--- config.mk ---
export PLATFORM = sky130hd
export DESIGN_NAME = vram_rdarb_flat
export DESIGN_NICKNAME = d
export VERILOG_FILES = /design/src/rtl/vram_rdarb_pkg.sv /design/src/rtl/vram_rdarb_if.sv /design/src/rtl/vram_rdarb_ordfifo.sv /design/src/rtl/vram_rdarb.sv /design/src/flat_wrapper.sv
export SDC_FILE = /design/constraint.sdc
export NUM_CORES = 1
export LEC_CHECK = 0
export BUFFER_PORTS_ARGS = -buffer_cell sky130_fd_sc_hd__buf_4
export CAP_MARGIN = 40
export CELL_PAD_IN_SITES_DETAIL_PLACEMENT = 2
export CELL_PAD_IN_SITES_GLOBAL_PLACEMENT = 2
export CORE_ASPECT_RATIO = 0.5
export CORE_MARGIN = 1.5
export CORE_UTILIZATION = 18
export DETAILED_ROUTE_END_ITERATION = 10
export PLACE_DENSITY_LB_ADDON = 0.1
export SYNTH_ARGS = -nofsm -noshare
export SYNTH_HDL_FRONTEND = slang
export SYNTH_SLANG_ARGS = --single-unit
export TNS_END_PERCENT = 10
--- constraint.sdc ---
create_clock -name ACLK -period 3.13 [get_ports ACLK]
set_input_delay 0.626 -clock ACLK [delete_from_list [all_inputs] [get_ports ACLK]]
set_output_delay 0.626 -clock ACLK [all_outputs]
set_load 0.02 [all_outputs]
--- src/rtl/vram_rdarb_pkg.sv ---
// vram_rdarb shared types: owner ids, AR FSM states, defaults.
// Imported by the interface, order FIFO and arbiter top.
package vram_rdarb_pkg;
  localparam int DEF_ORDDEPTH = 8;
  localparam int DEF_DATAW = 64;

  typedef enum logic {
    OWN_M0 = 1'b0,
    OWN_M1 = 1'b1
  } own_e;

  typedef enum logic {
    ST_IDLE  = 1'b0,
    ST_ISSUE = 1'b1
  } ar_st_e;
endpackage

--- src/rtl/vram_rdarb_if.sv ---
// Read-only AXI-style AR/R bundle between a requester and VRAM.
// master: drives AR + RREADY; slave: drives ARREADY + R.
interface vram_rdarb_if
  import vram_rdarb_pkg::*;
#(
  parameter int DATAW = DEF_DATAW
);
  logic [31:0]      ARADDR;
  logic [7:0]       ARLEN;
  logic             ARVALID;
  logic             ARREADY;
  logic [DATAW-1:0] RDATA;
  logic             RLAST;
  logic             RVALID;
  logic             RREADY;

  modport master (
    output ARADDR, ARLEN, ARVALID, RREADY,
    input  ARREADY, RDATA, RLAST, RVALID
  );

  modport slave (
    input  ARADDR, ARLEN, ARVALID, RREADY,
    output ARREADY, RDATA, RLAST, RVALID
  );
endinterface

--- src/rtl/vram_rdarb_ordfifo.sv ---
// Burst order FIFO: one owner id per accepted AR, popped on RLAST.
// Ports: clk, rst_n, push/din, pop, head (oldest owner), count.
module vram_rdarb_ordfifo
  import vram_rdarb_pkg::*;
#(
  parameter int DEPTH = DEF_ORDDEPTH
) (
  input  logic       clk,
  input  logic       rst_n,
  input  logic       push,
  input  own_e       din,
  input  logic       pop,
  output own_e       head,
  output logic [4:0] count
);
  localparam int PW = $clog2(DEPTH);

  logic [DEPTH-1:0] mem_q, mem_d;
  logic [PW-1:0]    wp_q, wp_d;
  logic [PW-1:0]    rp_q, rp_d;
  logic [4:0]       cnt_q, cnt_d;
  logic             do_push, do_pop;

  always_comb begin
    do_pop  = pop && (cnt_q != 5'd0);
    do_push = push && (cnt_q != 5'(DEPTH));
    mem_d   = mem_q;
    wp_d    = wp_q;
    rp_d    = rp_q;
    cnt_d   = cnt_q;
    if (do_push) begin
      mem_d[wp_q] = din;
      wp_d        = wp_q + 1'b1;
    end
    if (do_pop) begin
      rp_d = rp_q + 1'b1;
    end
    unique case ({do_push, do_pop})
      2'b10:   cnt_d = cnt_q + 5'd1;
      2'b01:   cnt_d = cnt_q - 5'd1;
      default: cnt_d = cnt_q;
    endcase
  end

  always_ff @(posedge clk or negedge rst_n) begin
    if (!rst_n) begin
      mem_q <= '0;
      wp_q  <= '0;
      rp_q  <= '0;
      cnt_q <= '0;
    end else begin
      mem_q <= mem_d;
      wp_q  <= wp_d;
      rp_q  <= rp_d;
      cnt_q <= cnt_d;
    end
  end

  assign head  = own_e'(mem_q[rp_q]);
  assign count = cnt_q;
endmodule

--- src/rtl/vram_rdarb.sv ---
// Two-requester VRAM read arbiter: AR grant FSM + in-order R routing.
// Ports: ACLK, ARESETN, M0/M1 (requesters), S (VRAM), DISP_URGENT, OUTSTANDING.
module vram_rdarb
  import vram_rdarb_pkg::*;
#(
  parameter int ORDDEPTH = DEF_ORDDEPTH,
  parameter int DATAW    = DEF_DATAW
) (
  input  logic              ACLK,
  input  logic              ARESETN,
  vram_rdarb_if.slave       M0,
  vram_rdarb_if.slave       M1,
  vram_rdarb_if.master      S,
  input  logic              DISP_URGENT,
  output logic [4:0]        OUTSTANDING
);
  ar_st_e      st_q, st_d;
  own_e        last_q, last_d;
  own_e        own_q, own_d;
  logic [31:0] addr_q, addr_d;
  logic [7:0]  len_q, len_d;
  own_e        win, head;
  logic        grant, ar_hs, r_pop, fifo_ne;
  logic        urg_m0, tie, only_m1;
  logic [4:0]  count;
  logic [DATAW-1:0] rdata;

  always_comb begin
    urg_m0  = DISP_URGENT && M0.ARVALID;
    tie     = !DISP_URGENT && M0.ARVALID && M1.ARVALID;
    only_m1 = M1.ARVALID && !M0.ARVALID;
    unique case (1'b1)
      urg_m0:  win = OWN_M0;
      tie:     win = (last_q == OWN_M0) ? OWN_M1 : OWN_M0;
      only_m1: win = OWN_M1;
      default: win = OWN_M0;
    endcase
  end

  always_comb begin
    grant = (st_q == ST_IDLE)
         && (M0.ARVALID || M1.ARVALID)
         && (count < 5'(ORDDEPTH));
    ar_hs = (st_q == ST_ISSUE) && S.ARREADY;
    M0.ARREADY = grant && (win == OWN_M0);
    M1.ARREADY = grant && (win == OWN_M1);
  end

  always_comb begin
    st_d   = st_q;
    last_d = last_q;
    own_d  = own_q;
    addr_d = addr_q;
    len_d  = len_q;
    unique case (st_q)
      ST_IDLE: begin
        if (grant) begin
          st_d   = ST_ISSUE;
          own_d  = win;
          addr_d = (win == OWN_M1) ? M1.ARADDR : M0.ARADDR;
          len_d  = (win == OWN_M1) ? M1.ARLEN : M0.ARLEN;
        end
      end
      ST_ISSUE: begin
        if (ar_hs) begin
          st_d   = ST_IDLE;
          last_d = own_q;
        end
      end
      default: st_d = ST_IDLE;
    endcase
  end

  always_ff @(posedge ACLK or negedge ARESETN) begin
    if (!ARESETN) begin
      st_q   <= ST_IDLE;
      last_q <= OWN_M1;
      own_q  <= OWN_M0;
      addr_q <= '0;
      len_q  <= '0;
    end else begin
      st_q   <= st_d;
      last_q <= last_d;
      own_q  <= own_d;
      addr_q <= addr_d;
      len_q  <= len_d;
    end
  end

  assign S.ARVALID = (st_q == ST_ISSUE);
  assign S.ARADDR  = addr_q;
  assign S.ARLEN   = len_q;

  vram_rdarb_ordfifo #(
    .DEPTH (ORDDEPTH)
  ) u_ord (
    .clk   (ACLK),
    .rst_n (ARESETN),
    .push  (ar_hs),
    .din   (own_q),
    .pop   (r_pop),
    .head  (head),
    .count (count)
  );

  assign fifo_ne = (count != 5'd0);
  assign rdata   = S.RDATA;
  assign M0.RDATA = rdata;
  assign M1.RDATA = rdata;

  // Only the oldest outstanding burst's owner sees the R channel.
  always_comb begin
    M0.RVALID = fifo_ne && (head == OWN_M0) && S.RVALID;
    M1.RVALID = fifo_ne && (head == OWN_M1) && S.RVALID;
    M0.RLAST  = fifo_ne && (head == OWN_M0) && S.RLAST;
    M1.RLAST  = fifo_ne && (head == OWN_M1) && S.RLAST;
    S.RREADY  = fifo_ne
             && ((head == OWN_M1) ? M1.RREADY : M0.RREADY);
  end

  assign r_pop       = S.RVALID && S.RREADY && S.RLAST;
  assign OUTSTANDING = count;
endmodule

--- src/flat_wrapper.sv ---
// flat-port wrapper written by rule: the top's interface ports become plain ports
module vram_rdarb_flat import vram_rdarb_pkg::*;
#(
  parameter int ORDDEPTH = DEF_ORDDEPTH,
  parameter int DATAW    = DEF_DATAW
)
  (ACLK, ARESETN, DISP_URGENT, OUTSTANDING, M0_ARADDR, M0_ARLEN, M0_ARVALID, M0_RREADY, M0_ARREADY, M0_RDATA, M0_RLAST, M0_RVALID, M1_ARADDR, M1_ARLEN, M1_ARVALID, M1_RREADY, M1_ARREADY, M1_RDATA, M1_RLAST, M1_RVALID, S_ARADDR, S_ARLEN, S_ARVALID, S_RREADY, S_ARREADY, S_RDATA, S_RLAST, S_RVALID);
  vram_rdarb_if #(.DATAW(DATAW)) M0_i ();
  vram_rdarb_if #(.DATAW(DATAW)) M1_i ();
  vram_rdarb_if #(.DATAW(DATAW)) S_i ();
  input  logic ACLK;
  input  logic ARESETN;
  input  logic DISP_URGENT;
  output logic [4:0] OUTSTANDING;
  input wire logic [$bits(M0_i.ARADDR)-1:0] M0_ARADDR;
  input wire logic [$bits(M0_i.ARLEN)-1:0] M0_ARLEN;
  input wire logic [$bits(M0_i.ARVALID)-1:0] M0_ARVALID;
  input wire logic [$bits(M0_i.RREADY)-1:0] M0_RREADY;
  output wire logic [$bits(M0_i.ARREADY)-1:0] M0_ARREADY;
  output wire logic [$bits(M0_i.RDATA)-1:0] M0_RDATA;
  output wire logic [$bits(M0_i.RLAST)-1:0] M0_RLAST;
  output wire logic [$bits(M0_i.RVALID)-1:0] M0_RVALID;
  input wire logic [$bits(M1_i.ARADDR)-1:0] M1_ARADDR;
  input wire logic [$bits(M1_i.ARLEN)-1:0] M1_ARLEN;
  input wire logic [$bits(M1_i.ARVALID)-1:0] M1_ARVALID;
  input wire logic [$bits(M1_i.RREADY)-1:0] M1_RREADY;
  output wire logic [$bits(M1_i.ARREADY)-1:0] M1_ARREADY;
  output wire logic [$bits(M1_i.RDATA)-1:0] M1_RDATA;
  output wire logic [$bits(M1_i.RLAST)-1:0] M1_RLAST;
  output wire logic [$bits(M1_i.RVALID)-1:0] M1_RVALID;
  output wire logic [$bits(S_i.ARADDR)-1:0] S_ARADDR;
  output wire logic [$bits(S_i.ARLEN)-1:0] S_ARLEN;
  output wire logic [$bits(S_i.ARVALID)-1:0] S_ARVALID;
  output wire logic [$bits(S_i.RREADY)-1:0] S_RREADY;
  input wire logic [$bits(S_i.ARREADY)-1:0] S_ARREADY;
  input wire logic [$bits(S_i.RDATA)-1:0] S_RDATA;
  input wire logic [$bits(S_i.RLAST)-1:0] S_RLAST;
  input wire logic [$bits(S_i.RVALID)-1:0] S_RVALID;
  assign M0_i.ARADDR = M0_ARADDR;
  assign M0_i.ARLEN = M0_ARLEN;
  assign M0_i.ARVALID = M0_ARVALID;
  assign M0_i.RREADY = M0_RREADY;
  assign M0_ARREADY = M0_i.ARREADY;
  assign M0_RDATA = M0_i.RDATA;
  assign M0_RLAST = M0_i.RLAST;
  assign M0_RVALID = M0_i.RVALID;
  assign M1_i.ARADDR = M1_ARADDR;
  assign M1_i.ARLEN = M1_ARLEN;
  assign M1_i.ARVALID = M1_ARVALID;
  assign M1_i.RREADY = M1_RREADY;
  assign M1_ARREADY = M1_i.ARREADY;
  assign M1_RDATA = M1_i.RDATA;
  assign M1_RLAST = M1_i.RLAST;
  assign M1_RVALID = M1_i.RVALID;
  assign S_ARADDR = S_i.ARADDR;
  assign S_ARLEN = S_i.ARLEN;
  assign S_ARVALID = S_i.ARVALID;
  assign S_RREADY = S_i.RREADY;
  assign S_i.ARREADY = S_ARREADY;
  assign S_i.RDATA = S_RDATA;
  assign S_i.RLAST = S_RLAST;
  assign S_i.RVALID = S_RVALID;
  vram_rdarb #(.ORDDEPTH(ORDDEPTH), .DATAW(DATAW)) u_core (.ACLK(ACLK), .ARESETN(ARESETN), .M0(M0_i), .M1(M1_i), .S(S_i), .DISP_URGENT(DISP_URGENT), .OUTSTANDING(OUTSTANDING));
endmodule
# [Word-level counts from Yosys, hierarchy flattened]
# Cells that the tools add are included.
[totals] wordCells=64 reg_bits=62
[op_classes] eq_ne=3 addsub=4 reduce_logical=27 magnitude_cmp=4 n_bitwise=3 n_mux=14
[op_table] operator="$mux 32" count=1
[op_table] operator="$logic_and 1x1->1" count=20
[op_table] operator="$pmux 5 s2" count=1
[op_table] operator="$bwmux 8" count=1
[op_table] operator="$lt 3x4->1 const B" count=2
[op_table] operator="$mux 8" count=1
[op_table] operator="$add 3x1->3 const B" count=2
[op_table] operator="$mux 1" count=6
[op_table] operator="$add 5x1->5 const B" count=1
[op_table] operator="$lt 5x4->1 const B" count=1
[op_table] operator="$ne 5x4->1 const B" count=1
[op_table] operator="$reduce_bool 5->1" count=1
[op_table] operator="$sub 5x1->5 const B" count=1
[op_table] operator="$pmux 1 s2" count=2
[op_table] operator="$reduce_and 2->1" count=2
[op_table] operator="$bmux 1 s3" count=1
[op_table] operator="$demux 1 s3" count=1
[op_table] operator="$ge 3x1->1 const B" count=1
[op_table] operator="$not 1->1" count=3
[op_table] operator="$eq 2x1->1 const B" count=1
[op_table] operator="$eq 2x2->1 const B" count=1
[op_table] operator="$logic_not 1->1" count=2
[op_table] operator="$reduce_bool 2->1" count=1
[op_table] operator="$logic_or 1x1->1" count=1

# [Logic depth before layout (Yosys ltp)]
# Gate-level depths: netlist (run 1).
[logic_depth] ltp_word=9 mapped_depth=11 depth_no_buf=11

# [Cells and area by module]
# A second synthesis (run 1) with hierarchy kept.
[unflattened] hier_cells=381 hier_area_um2=4057.6
[by_module_without_submodules] module="vram_rdarb" cells_each=291 area_each_um2=2981.6 instances=1
[by_module_without_submodules] module="vram_rdarb_ordfifo" cells_each=90 area_each_um2=1076.0 instances=1

# [Worst setup path after synthesis (run 1)]
# Ideal clock, no wire load.
[synth_path] path_type="register to register" from="register u_core.u_ord.rp_q[0]" to="register u_core.u_ord.cnt_q[4] (netlist: u_core.u_ord.count[4])" stages_incl_launch_ff=12 t_arrival_ns=2.872 path_slack_ns=0.178 required_ns=3.050 cell_sequence="dfrtp_1 > mux4_1 > mux2_4 > mux2i_4 > ha_1 > inv_1 > fa_1 > nor2b_1 > o21ai_0 > and3_1 > nor3_1 > xor2_1"
[synth_via] elab_chain_len=9
[synth_rtl] item="start: declaration" line="vram_rdarb_ordfifo.sv:20" source="logic [PW-1:0] rp_q, rp_d;"
[synth_rtl] item="start signal: assignment" line="vram_rdarb_ordfifo.sv:54" source="rp_q <= rp_d;"
[synth_rtl] item="$bmux 1 s3 (*)" line="vram_rdarb_ordfifo.sv:59" source="assign head = own_e'(mem_q[rp_q]);"
[synth_rtl] item="$mux 1 (not written as such) (*)" line="vram_rdarb_ordfifo.sv:59"
[synth_rtl] item="$mux 1 (*)" line="vram_rdarb.sv:118" source="&& ((head == OWN_M1) ? M1.RREADY : M0.RREADY);"
[synth_rtl] item="$logic_and 1x1->1 (*)" line="vram_rdarb.sv:118"
[synth_rtl] item="$logic_and 1x1->1 (*) (2 in a row)" line="vram_rdarb.sv:121" source="assign r_pop = S.RVALID && S.RREADY && S.RLAST;"
[synth_rtl] item="$logic_and 1x1->1 (*)" line="vram_rdarb_ordfifo.sv:25" source="do_pop = pop && (cnt_q != 5'd0);"
[synth_rtl] item="via u_core.u_ord.do_pop" line="vram_rdarb_ordfifo.sv:22" source="logic do_push, do_pop;"
[synth_rtl] item="$eq 2x1->1 or $eq 2x2->1 (tied branches)" line="vram_rdarb_ordfifo.sv:38" source="unique case ({do_push, do_pop})"
[synth_rtl] item="$pmux 5 s2 or $reduce_bool 2->1 (tied branches)"
[synth_rtl] item="end signal: assignment" line="vram_rdarb_ordfifo.sv:55" source="cnt_q <= cnt_d;"
[synth_rtl] item="end: declaration" line="vram_rdarb_ordfifo.sv:21" source="logic [4:0] cnt_q, cnt_d;"
# The timed path passes the listed nets; every way through them passes the cells marked *. The select of a mux whose other input is x is not followed.
# A chain may end at the register's enable or synchronous reset.

# [Worst setup path in the final report (run 1)]
# Same ends and word-level chain as after synthesis.

==> metrics.cfg, run 1 <==
[worst_setup_path]
start_kind=register
criticalPathCategory=reg2reg
regToRegEndpoint=u_core.u_ord.count[4]
reg2reg_depth=11
critical_path_cell_count=11
setup.worst_path.end_class=register
crit_start=u_core.u_ord.rp_q[0]
critPathArrivalTime_ns=3.21
worst_path_dominant_cell_family=multiplexers
cp_buf_inv_count=1
crit_path_end=u_core.u_ord.count[4]
critical_path.cell_chain=mux4_2, mux2_4, mux2i_4, ha_4, inv_1, fa_1, nor2b_1, o21ai_0, and3_1, nor3_1, xor2_1
critical_path.reg2reg.startpoint=u_core.u_ord.rp_q[0]
cp_data_required_time_ns=3.39
path_max_fanout=4
timing.critical_path.slowest_stage_cell=sky130_fd_sc_hd__mux4_2
worst_path_largest_cell_delay_ns=0.53
setup.reg_to_reg.worst_slack_ns=0.17

[sta]
setup_tns_ns=0
final_setup_slack_of_the_worst_path_ns=0.172
max_slew_margin_vs_limit=0.654
maxSlewViolCount=0
max_freq_ghz=0.338
finalWorstPathRequiredPeriod_ns=2.96
final_hold_viol_count=0
setup_viol=0
fin_crit_sh=0.945
rsz0062_at_grt=no
clk_skew_ns=0.00550
tightestPinTransition_ns=0.518

[finish]
ff_latch_area_mm2=0.00155
multi_input_comb_area_mm2=0.00129
layout_cell_share_with_drive_strength_beyond_1=0.418
final_net_count=595
filler_cell_count=2366
layout.cell_area.non_filler_mm2=0.00468
diodes=0
syn2layout_area_growth_pct=21.2
final_cells=711

[run]
max_cap_violations=0

[clock_tree]
cts_made_buffers=9
clkTransAtPathRegs_ns=0.05
cts.path.max_buffers=2
cts_setup_buffers=0
clock_sinks=62
htreeDepth=3
holdBufCountCts=0
clock_latency_ns=0.33
tritoncts=yes
cts-root-buf=sky130_fd_sc_hd__clkbuf_16
post_cts_resize_count=0

[synthesis]
synth_sequential_area_ratio=0.402
postSynthNetCount=574
synth.yosys.warnings=0
synth_seq_cells=62
synth_cell_type_count=34
syn_area_per_cell_um2=9.36
synth.cell_area_mm2=0.00386
post_synth_inst_count=413

[global_route]
number_of_antenna_violations_at_the_first_check_in_global_routing=0
grt_use_total=0.133
grt_pass1_wl_mm=21.9
pin_count_of_the_biggest_net_entering_global_routing=42
globalRoute.totalOverflow=0
vias_in_the_first_global_route=3290

[pwr]
p_leak_nw=2.26
totalPowerFinal_w=0.00500
pwr_density_cell_mw_per_mm2=1070
power.ir.vdd_worst_mv=0.251

[routing]
routed_wire_length_per_instance_um=21.2
detail_route.vias_per_cell=4.04
drt_pass1_iterations=4
remaining_drc_errors=0
ant_nets=0
total_number_of_vias=2872
initialDrtViolationCount=91
drt_wl_total_mm=15.0

[floorplanning]
die-width_um=210
initial_core_util=0.186
fp.coreArea_mm2=0.0208
core.rowCount=37
dieArea_mm2=0.0224
ioPinCount=335
floorplan.die.height_um=107

[run_status]
status=finished, final reports clean

[placement]
place_worst_setup_slack_ns=0.0163
post_detail_place_hpwl_mm=11.8
place_area_mm2=0.00439
place_congestion=0.698
io_buffers=142
place_inst=696

[worst_hold_path]
hold_path.class=in2async

==> cell type report <==
| cell class | count | area share |
|---|---|---|
| Tap cell | 273 | 0.0729 |
| Sequential cell | 62 | 0.332 |
| Inverter | 6 | 0.00481 |
| Clock buffer | 15 | 0.0614 |
| Multi-Input combinational cell | 199 | 0.275 |
| Timing Repair Buffer | 156 | 0.254 |
==> kinds of logic after synthesis <==
logic type | Yosys count | synth area share
AO/OA/AOI/OAI | 57 | 0.105
XOR/XNOR | 8 | 0.0181
adder cells (fa/ha/maj) | 7 | 0.0246
buffers and inverters | 152 | 0.272
flip-flops | 62 | 0.402
multiplexers | 17 | 0.0615
AND/OR/NAND/NOR | 110 | 0.117
==> state kept, by name, summed over array words and instances, names as in the netlist <==
signal	flops
u_core.S.ARADDR	32
u_core.S.ARLEN	8
u_core.own_q	1
u_core.u_ord.rp_q	3
u_core.u_ord.count	5
u_core.last_q	1
u_core.u_ord.mem_q	8
u_core.S.ARVALID	1
u_core.u_ord.wp_q	3
==> worst min-delay path by stage <==
stage	startpoint	to	cells past startpoint
finish	ARESETN	u_core.u_ord.mem_q[2]	1
global route	ARESETN	u_core.u_ord.mem_q[2]	1
CTS	ARESETN	u_core.u_ord.rp_q[1]	1
detailed placement	u_core.u_ord.mem_q[3]	u_core.u_ord.mem_q[3]	1
global placement	u_core.u_ord.mem_q[3]	u_core.u_ord.mem_q[3]	1
floorplan	ARESETN	u_core.S.ARADDR[0]	0
==> cell usage in the layout, fill, tap and decap left out, types with 5 or more instances in the layout <==
cell	instances
sky130_fd_sc_hd__clkbuf_16	9
sky130_fd_sc_hd__nand2_1	89
sky130_fd_sc_hd__xor2_1	5
sky130_fd_sc_hd__inv_1	6
sky130_fd_sc_hd__a22oi_1	40
sky130_fd_sc_hd__dfrtp_1	61
sky130_fd_sc_hd__ha_1	5
sky130_fd_sc_hd__o21ai_0	7
sky130_fd_sc_hd__nor2_1	6
sky130_fd_sc_hd__mux2_1	7
sky130_fd_sc_hd__buf_4	155
==> through the flow <==
stage / hold slack (ns) / utilization
2_1_floorplan: 0.330 / -
3_3_place_gp: 0.472 / 0.210
3_5_place_dp: 0.481 / 0.211
4_1_cts: 0.248 / 0.225
5_1_grt: 0.249 / 0.225
6_report: 0.238 / 0.225
==> synthesized netlist by cell type (all sizes together) <==
cell type	number	area [um2]
nand3b	2	15.0
nand4	1	6.26
xnor2	3	26.3
dfrtp	61	1530
or4	1	7.51
and3	2	12.5
nor2b	2	12.5
mux2	12	143
o21ai	8	40.0
a22oi	40	300
a21o	2	15.0
inv	6	22.5
fa	1	20.0
clkbuf	17	63.8
nor4	1	6.26
nand2	89	334
nor3b	2	15.0
mux2i	3	42.5
ha	6	75.1
xor2	5	43.8
o2111ai	2	23.8
a21oi	5	25.0
nor3	3	15.0
dfstp	1	26.3
buf	129	966
nand3	1	5.00
mux4	2	52.6
nor2	6	22.5
==> metal layers <==
metal / GRT usage / wire, um / up-vias
li1: - / - / 1283
met1: 0.140 / 5420 / 1404
met2: 0.233 / 7660 / 168
met3: 0.0779 / 1830 / 17
met4: 0.0262 / 136 / 0
met5: 0 / 0 / -
==> power by group <==
part           internal (W)  switching [W]
logic               0.00114        0.00136
clock network      0.000620       0.000369
registers           0.00121       0.000301
total               0.00297        0.00203
Note: power is estimated with default switching activity, not from simulation.
==> run 2: changes to the inputs <==
--- a/config.mk
+++ b/config.mk
@@ -14,6 +14,7 @@
 export CORE_UTILIZATION = 18
 export DETAILED_ROUTE_END_ITERATION = 10
 export PLACE_DENSITY_LB_ADDON = 0.1
+export REMOVE_ABC_BUFFERS = 1
 export SYNTH_ARGS = -nofsm -noshare
 export SYNTH_HDL_FRONTEND = slang
 export SYNTH_SLANG_ARGS = --single-unit
==> constraint.sdc (replaced) <==
create_clock -name ACLK -period 2.7 [get_ports ACLK]
set_input_delay 0.54 -clock ACLK [delete_from_list [all_inputs] [get_ports ACLK]]
set_output_delay 0.54 -clock ACLK [all_outputs]
set_load 0.02 [all_outputs]
==> run 2 against run 1 <==
  * Setup slack worse by 0.17 ns
  * Count of clock-buffer cells in the layout unchanged
  * Worst hold slack worse by 0.15 ns
  * Die area unchanged
  * Power up 18%
  * Clock power up 14%
  * Maximum frequency up 9.5%
  * Clock skew up 0.0017 ns
  * Cell count up 1.4%
  * First-iteration DRC count up 110%
  * The run now ends with negative setup slack left
  * Utilization up 0.42 points
  * Sequential share of layout area down 0.58 points
==> metrics.cfg, run 2 (same netlist as run 1, synthesis figures left out) <==
[finish]
final_cell_mix=sky130_fd_sc_hd__buf_4, sky130_fd_sc_hd__nand2_1, sky130_fd_sc_hd__dfrtp_1  ; unchanged
flip_flop_count_of_the_largest_register_all_copies_and_words_added=32  ; unchanged
diodes=0  ; unchanged
syn2layout_area_growth_pct=23.5  ; was 21.2%
filler_cell_count=2365  ; was 2366
layout_commonest_cell=sky130_fd_sc_hd__buf_4  ; unchanged
final_net_count=604  ; was 595
layout.core_utilization=0.230  ; was 0.225
final_cells=721  ; was 711
layout_cell_share_with_drive_strength_beyond_1=0.440  ; was 0.418

[sta]
final_hold_viol_count=0  ; unchanged
final_setup_slack_of_the_worst_path_ns=-0.00171  ; was 0.172 ns
fin_crit_sh=1.00  ; was 0.945
rsz0062_at_grt=yes  ; was no
max_freq_ghz=0.370  ; was 0.338 GHz
setup_viol=1  ; was 0
max_slew_margin_vs_limit=0.698  ; was 0.654
hold_slack_final_ns=0.0887  ; was 0.238 ns
tightestPinTransition_ns=0.450  ; was 0.518 ns
clk_skew_ns=0.00717  ; was 0.00550 ns
finalWorstPathRequiredPeriod_ns=2.70  ; was 2.96 ns
maxSlewViolCount=0  ; unchanged

[floorplanning]
floorplan.die.height_um=107  ; unchanged
ioPinCount=335  ; unchanged
die-width_um=210  ; unchanged
fp.coreArea_mm2=0.0208  ; unchanged
core.rowCount=37  ; unchanged
dieArea_mm2=0.0224  ; unchanged
initial_core_util=0.186  ; unchanged

[global_route]
pin_count_of_the_biggest_net_entering_global_routing=47  ; was 42
grt_pass1_wl_mm=30.3  ; was 21.9 mm
vias_in_the_first_global_route=3433  ; was 3290
globalRoute.totalOverflow=0  ; unchanged
number_of_antenna_violations_at_the_first_check_in_global_routing=0  ; unchanged
grt_use_total=0.204  ; was 0.133

[placement]
place_congestion=0.821  ; was 0.698
post_detail_place_hpwl_mm=18.1  ; was 11.8 mm
place_worst_setup_slack_ns=-0.384  ; was 0.0163 ns
io_buffers=142  ; unchanged
place_inst=702  ; was 696

[clock_tree]
holdBufCountCts=0  ; unchanged
clock_latency_ns=0.34  ; was 0.33 ns
clock_sinks=62  ; unchanged
cts-root-buf=sky130_fd_sc_hd__clkbuf_16  ; unchanged
cts.path.max_buffers=2  ; unchanged
clkTransAtPathRegs_ns=0.05  ; about the same
htreeDepth=3  ; unchanged
tritoncts=yes  ; unchanged
cts_made_buffers=9  ; unchanged

[worst_setup_path]
cp_data_required_time_ns=2.96  ; was 3.39 ns
setup.worst_path.end_class=register  ; unchanged
criticalPathCategory=reg2reg  ; unchanged
start_kind=register  ; unchanged
reg2reg_depth=10  ; was 11
path_max_fanout=3  ; was 4
critPathArrivalTime_ns=2.96  ; was 3.21 ns
critical_path.reg2reg.startpoint=u_core.u_ord.rp_q[0]  ; unchanged
setup.reg_to_reg.worst_slack_ns=-0.002  ; was 0.17 ns
regToRegEndpoint=u_core.u_ord.count[4]  ; unchanged

[routing]
drt_wl_total_mm=22.6  ; was 15.0 mm
routed_wire_length_per_instance_um=31.4  ; was 21.2 um
drt_pass1_iterations=4  ; unchanged
remaining_drc_errors=0  ; unchanged
ant_nets=0  ; unchanged
detail_route.vias_per_cell=4.45  ; was 4.04
initialDrtViolationCount=192  ; was 91
total_number_of_vias=3211  ; was 2872

[pwr]
power.ir.vdd_worst_mv=0.273  ; was 0.251 mV
p_leak_nw=2.31  ; was 2.26 nW
pwr_density_cell_mw_per_mm2=1240  ; was 1070 mW/mm2
totalPowerFinal_w=0.00590  ; was 0.00500 W

[worst_hold_path]
hold_path.class=in2async  ; unchanged

[run_status]
status=finished with violations  ; was finished, final reports clean
failed_checks=negative setup slack

[run]
max_cap_violations=0  ; unchanged

[run 2: cell types whose count changed in the layout (fill, tap and decap cells not counted), sizes merged]
| cell | change |
|---|---|
| clkinv | +1 |
| buf | +9 |
[run 2: what timing repair did]
action	CTS	global route
pin swaps	2	7
setup endpoints to repair	3	3
buffers inserted	3	0
hold endpoints to repair	0	0
resized for setup	10	1
[run 2: report_power, final]
group / total, W / internal [W] / switching (W)
clock network: 0.00113 / 0.000697 / 0.000433
registers: 0.00175 / 0.00140 / 0.000350
logic: 0.00302 / 0.00140 / 0.00161
[run 2: critical path, stage by stage, from the launching register on]
cell and delay, ns:
sky130_fd_sc_hd__dfrtp_2 0.40, sky130_fd_sc_hd__mux4_2 0.53, sky130_fd_sc_hd__mux2_4 0.30, sky130_fd_sc_hd__mux2i_4 0.20, sky130_fd_sc_hd__ha_4 0.19, sky130_fd_sc_hd__ha_1 0.28
sky130_fd_sc_hd__nor2b_1 0.13, sky130_fd_sc_hd__o21ai_1 0.16, sky130_fd_sc_hd__a21oi_1 0.10, sky130_fd_sc_hd__nor3_2 0.17, sky130_fd_sc_hd__xor2_1 0.15
[run 2: how the worst max path moves through the flow]
stage                          startpoint                    end  slack (ns)  depth (start not counted)
finish               u_core.u_ord.rp_q[0]  u_core.u_ord.count[4]      -0.002                         10
global route         u_core.u_ord.rp_q[0]  u_core.u_ord.count[4]       -0.16                         11
CTS                  u_core.u_ord.rp_q[0]  u_core.u_ord.count[4]        -0.1                         11
detailed placement   u_core.u_ord.rp_q[0]  u_core.u_ord.count[4]       -0.38                         11
global placement     u_core.u_ord.rp_q[0]  u_core.u_ord.count[4]       -0.34                         11
floorplan           u_core.u_ord.count[3]             M0_ARREADY       -1.21                          3
[run 2: final cells by class]
type	instances	area (um2)	share of cell area
clock buffer	15	278	0.0582
clock inverter	1	5.00	0.00105
inverter	6	22.5	0.00472
multi-input combinational	199	1300	0.272
sequential	62	1550	0.326
tap	273	342	0.0716
timing repair buffer	165	1270	0.266
[run 2: metal layers]
layer  part of all wire  vias up  track usage
met3               0.24       17        0.252
met5              0.026        -        0.205
met1               0.39     1570        0.217
met2               0.34      312        0.225
met4             0.0071       10       0.0360
li1                   -     1302            -
[run 2: stage by stage]
stage	setup TNS, ns	cell area, um2
detailed placement	-0.524	4450
CTS	-0.142	4770
global placement	-0.391	4420
global route	-0.278	4770
finish	-0.00171	4770
floorplan	-43.35	2830
